## src/rtl/vga_timing_gen.sv

```systemverilog
// vga_timing_gen: 640x480@60 raster timing with pixel-clock divider and registered sync/blank decode.
module vga_timing_gen #(
  parameter int CLK_DIV  = 4,
  parameter int H_VIS    = 640,
  parameter int H_FP     = 16,
  parameter int H_SYNC   = 96,
  parameter int H_BP     = 48,
  parameter int V_VIS    = 480,
  parameter int V_FP     = 10,
  parameter int V_SYNC   = 2,
  parameter int V_BP     = 33,
  parameter bit SYNC_POL = 1'b0
) (
  input  logic       clk,
  input  logic       rst_n,
  input  logic       en,
  output logic       pix_tick,
  output logic       valid,
  output logic       hsync,
  output logic       vsync,
  output logic [9:0] x_pos,
  output logic [9:0] y_pos,
  output logic       line_start,
  output logic       frame_start
);
  localparam int DW = (CLK_DIV > 1) ? $clog2(CLK_DIV) : 1;
  localparam logic [DW-1:0] DIV_MAX = DW'(CLK_DIV - 1);
  localparam logic [9:0] H_MAX  = 10'(H_VIS + H_FP + H_SYNC + H_BP - 1);
  localparam logic [9:0] V_MAX  = 10'(V_VIS + V_FP + V_SYNC + V_BP - 1);
  localparam logic [9:0] H_V    = 10'(H_VIS);
  localparam logic [9:0] V_V    = 10'(V_VIS);
  localparam logic [9:0] HS_ON  = 10'(H_VIS + H_FP);
  localparam logic [9:0] HS_OFF = 10'(H_VIS + H_FP + H_SYNC);
  localparam logic [9:0] VS_ON  = 10'(V_VIS + V_FP);
  localparam logic [9:0] VS_OFF = 10'(V_VIS + V_FP + V_SYNC);
  logic [DW-1:0] div_cnt, div_nxt;
  logic [9:0]    h_cnt, v_cnt, h_nxt, v_nxt;
  logic          h_wrap;
  assign pix_tick = en && (div_cnt == DIV_MAX);
  assign x_pos = h_cnt;
  assign y_pos = v_cnt;
  always_comb begin
    h_wrap  = h_cnt == H_MAX;
    div_nxt = en ? (pix_tick ? '0 : div_cnt + 1'b1) : div_cnt;
    h_nxt   = pix_tick ? (h_wrap ? '0 : h_cnt + 10'd1) : h_cnt;
    v_nxt   = (pix_tick && h_wrap) ? ((v_cnt == V_MAX) ? '0 : v_cnt + 10'd1) : v_cnt;
  end
  // Decode from next counter values so outputs line up with x_pos/y_pos on the same edge.
  always_ff @(posedge clk) begin
    if (!rst_n) begin
      div_cnt     <= '0;
      h_cnt       <= H_MAX;
      v_cnt       <= V_MAX;
      valid       <= 1'b0;
      hsync       <= ~SYNC_POL;
      vsync       <= ~SYNC_POL;
      line_start  <= 1'b0;
      frame_start <= 1'b0;
    end else begin
      div_cnt     <= div_nxt;
      h_cnt       <= h_nxt;
      v_cnt       <= v_nxt;
      valid       <= (h_nxt < H_V) && (v_nxt < V_V);
      hsync       <= (h_nxt >= HS_ON && h_nxt < HS_OFF) ? SYNC_POL : ~SYNC_POL;
      vsync       <= (v_nxt >= VS_ON && v_nxt < VS_OFF) ? SYNC_POL : ~SYNC_POL;
      line_start  <= h_nxt == '0;
      frame_start <= (h_nxt == '0) && (v_nxt == '0);
    end
  end
endmodule

```

## config.mk

```make
export PLATFORM = sky130hd
export DESIGN_NAME = vga_timing_gen
export DESIGN_NICKNAME = d
export VERILOG_FILES = /design/src/rtl/vga_timing_gen.sv
export SDC_FILE = /design/constraint.sdc
export NUM_CORES = 1
export LEC_CHECK = 0
export CORE_ASPECT_RATIO = 2
export CORE_MARGIN = 2
export CORE_UTILIZATION = 40
export CTS_BUF_LIST = sky130_fd_sc_hd__clkbuf_4 sky130_fd_sc_hd__clkbuf_8
export CTS_CLUSTER_DIAMETER = 40
export CTS_CLUSTER_SIZE = 28
export DETAILED_ROUTE_END_ITERATION = 10
export PLACE_DENSITY = 0.6
export SYNTH_ARGS = -nofsm -noshare
export SYNTH_HDL_FRONTEND = slang
export SYNTH_SLANG_ARGS = --single-unit
```

## constraint.sdc

```tcl
create_clock -name clk -period 6.5 [get_ports clk]
set_input_delay 1.95 -clock clk [delete_from_list [all_inputs] [get_ports clk]]
set_output_delay 1.95 -clock clk [all_outputs]
set_load 0.01 [all_outputs]
```

# After elaboration in Yosys (flattened, before gate mapping)
# Index checks and enable logic that the tools add are counted.
# op_classes
div	0
addsub	3
n_bitwise	0
eq_ne	3
multipliers	0
muxes	7
reduce_logical	8
order_cmp	6
shift	0
# op_table
operator	n
$mux 10	4
$add 10x1->10 const B	2
$eq 10x10->1 const B	2
$logic_not 10->1	2
$lt 10x10->1 const B	2
$lt 10x9->1 const B	2
$ge 10x10->1 const B	1
$ge 10x9->1 const B	1
$logic_and 1x1->1	6
$add 2x1->2 const B	1
$eq 2x2->1 const B	1
$mux 1	2
$mux 2	1
# totals
latch_bits	0
mem_count	0
romBits	0
in_bits	3
wordCells	35
output_inout_bits	26
ff_bits	27
ram_bits	0

# Logic depth before layout (Yosys ltp)
# depth
depth_word	7
ltp_mapped	9
depth_no_buf	8

# Worst setup path after synthesis
# OpenSTA, ideal clock, no wires.
# synth_timing
path_type	input -> output
start	in en
end	out pix_tick
arrival_time_ns	2.570
required_time_ns	4.550
cell_stages	4
path_buffers	2
setup_slack_ns	1.980
cell_sequence	buf_2 -> nand2_1 -> inv_1 -> clkbuf_1
# synth_between
elab_chain_cells	1
# synth_rtl
item	line	rtl
from (decl)	16	input logic en,
$logic_and 1x1->1	39	assign pix_tick = en && (div_cnt == DIV_MAX);
to (decl)	17	output logic pix_tick,
# No other way between the ends.

# Final worst setup path
# Same ends and word-level chain as after synthesis.

==> results.ini <==
[pwr]
ir_drop_v = 0.000111
p_leak_uw = 0.000728
power.density_nw_per_um2 = 149

[placed_design]
io_buffers = 28
gp_congestion = 0.871
dpl.hpwl_um = 3330

[die]
dieArea_um2 = 4720
die_x_um = 49.6
core-area_um2 = 4050
boundaryPins = 29
start_util_pct = 41.1
rows = 33
die_h_um = 95.2

[yosys]
seq_area_frac_synth_pct = 32.5
synthCells = 194
syn_nets = 201
synth-edff-count = 0
synthArstFlopShare_pct = 0
ys_seq_elements = 27
synthTopCellsByArea = dfxtp_1 (32%), xor2_1 (4.7%), nand3_1 (4.2%)
synth_cell_type_count = 50
synth.largest_area_cell = dfxtp_1
ys_warn_count = 0
ys.flop_type = dfxtp_1
syn-cell-area_um2 = 1660
synth_most_common_cell = dfxtp_1
yosys-top-cells-count = dfxtp_1 (27), nand2_1 (14), nand3_1 (14), nor2_1 (14), o21ai_0 (13)
postSynthAreaPerCell_um2 = 8.58
synth_top_cell_area_share_pct = 32.5

[critical_path]
cp-start-kind = input port
reg2reg_depth = 7
cp_data_arrival_time_ps = 3640
cp-end-kind = primary output
worst-path-max-fanout = 11
path_class = in -> out
required_ps = 4550

[timing]
rsz0062_at_grt = no
post-route-period-util_pct = 86.0
slew_headroom_pct = 32.2
finalSetupTns_ps = 0
fin_skew_ps = 2.51
finalSetupViolations = 0
maxClockFrequency_mhz = 179
period_needed_ps = 5590
tightest_slew_ps = 1010
hold_viol_final = 0
drv_slew = 0

[final_layout]
antenna_cells = 0
fillers = 431
fin_nets = 223
fin_util_pct = 49.2
layout-drive-gt1-share_pct = 6.51
syn2layout_area_growth_pct = 19.5

[global_routing]
grt_pass1_wl_um = 6990
grt_max_degree = 24
antenna_found_initial = 0
grt_pass1_vias = 1504
gr-usage-all-layers_pct = 19.0
gr-total-overflow = 0

[cts]
clock-sinks = 27
cts_hold_buf = 0
root_buffer = clkbuf_8
postCtsSetupBuffers = 0
cts_buffer_depth = 2
tritoncts = done
cts_resized = 0
path_clk_slew_ps = 100
h-tree-depth = 1
cts_buffers = 3
worstSkewPairLatency_ps = 270

[detailed_routing]
drt-vias-per-instance = 5.99
route.detailed.drc = 0
wirelength_um = 4360
drt_iter0_drc = 48
wl_per_cell_um = 16.3
final_antenna_net_count = 0
num_vias = 1599
firstDrtPassIters = 4

[hold_path]
hold_path_class = reg -> reg
hold_depth = 2

[outcome]
status = finished clean

[job]
maxCapViolCount = 0

final timing paths:
kind | startpoint | to | slack, ps
setup / recovery | en | pix_tick | 910
hold / removal | div_cnt[1]$_SDFFE_PN0P_ | div_cnt[1]$_SDFFE_PN0P_ | 540
setup reg to reg | x_pos[0]$_SDFF_PN1_ | frame_start$_SDFF_PN0_ | 3540
hold reg to reg | div_cnt[1]$_SDFFE_PN0P_ | div_cnt[1]$_SDFFE_PN0P_ | 540
report_power, final:
| group | switching, µW | internal (µW) | total [µW] | leakage (µW) |
|---|---|---|---|---|
| Combinational | 15.8 | 12.0 | 27.8 | 0.000488 |
| Clock | 54.5 | 43.5 | 97.9 | 0.0000217 |
| Sequential | 3.51 | 168 | 171 | 0.000219 |
logic make-up after synthesis:
logic type / share of synthesized area [%]
compound gates: 17.3
fa+ha+maj: 3.01
flops: 32.5
buf+inv: 5.26
simple gates: 33.4
mux: 1.20
xor+xnor: 7.37
cell type report:
class / count / area, µm² / share of cell area (%)
Clock buffer: 3 / 41.3 / 2.08
Inverter: 5 / 18.8 / 0.943
Tap cell: 52 / 65.1 / 3.27
Sequential cell: 27 / 541 / 27.2
Clock inverter: 1 / 7.51 / 0.377
Timing Repair Buffer: 28 / 280 / 14.1
Multi-Input combinational cell: 151 / 1040 / 52.1
layout by cell type (no fill, tap or decap), drive strengths merged, types with 4 or more instances in the layout:
cell type / instances
clkdlybuf4s50: 28
dfxtp: 27
nand2: 14
nor2: 14
nand3: 14
o21ai: 13
nor2b: 10
xor2: 9
and3: 9
nand4: 6
inv: 5
xnor2: 5
nor3: 4
and2: 4
ha: 4
layer usage:
metal | global-route usage (%) | vias up | part of all wire (%)
met5 | 0 | - | 0
met4 | 10.9 | 0 | 3.7
met3 | 1.41 | 16 | 3.9
met2 | 36.1 | 64 | 56
met1 | 19.8 | 762 | 37
li1 | - | 757 | -
stage by stage:
step | instance area [µm²] | power (µW) | cells | hold slack [ps] | setup slack, ps
2_1_floorplan | 1660 | 194 | 194 | 487 | 1980
3_3_place_gp | 1940 | 202 | 263 | 502 | 989
3_5_place_dp | 1940 | 203 | 263 | 528 | 934
4_1_cts | 1990 | 302 | 267 | 551 | 930
5_1_grt | 1990 | 311 | 267 | 573 | 820
6_report | 1990 | 297 | 267 | 541 | 909
critical path: stages:
cell             delay, ps
clkdlybuf4s50_1        600
nand2_1                170
inv_1                  310
clkdlybuf4s50_1        610
flip-flops by register name, indices dropped and copies added, names as in the netlist:
register / count
hsync: 1
y_pos: 10
frame_start: 1
x_pos: 10
div_cnt: 2
vsync: 1
line_start: 1
valid: 1
No activity file was read; power rests on OpenSTA's default activity.
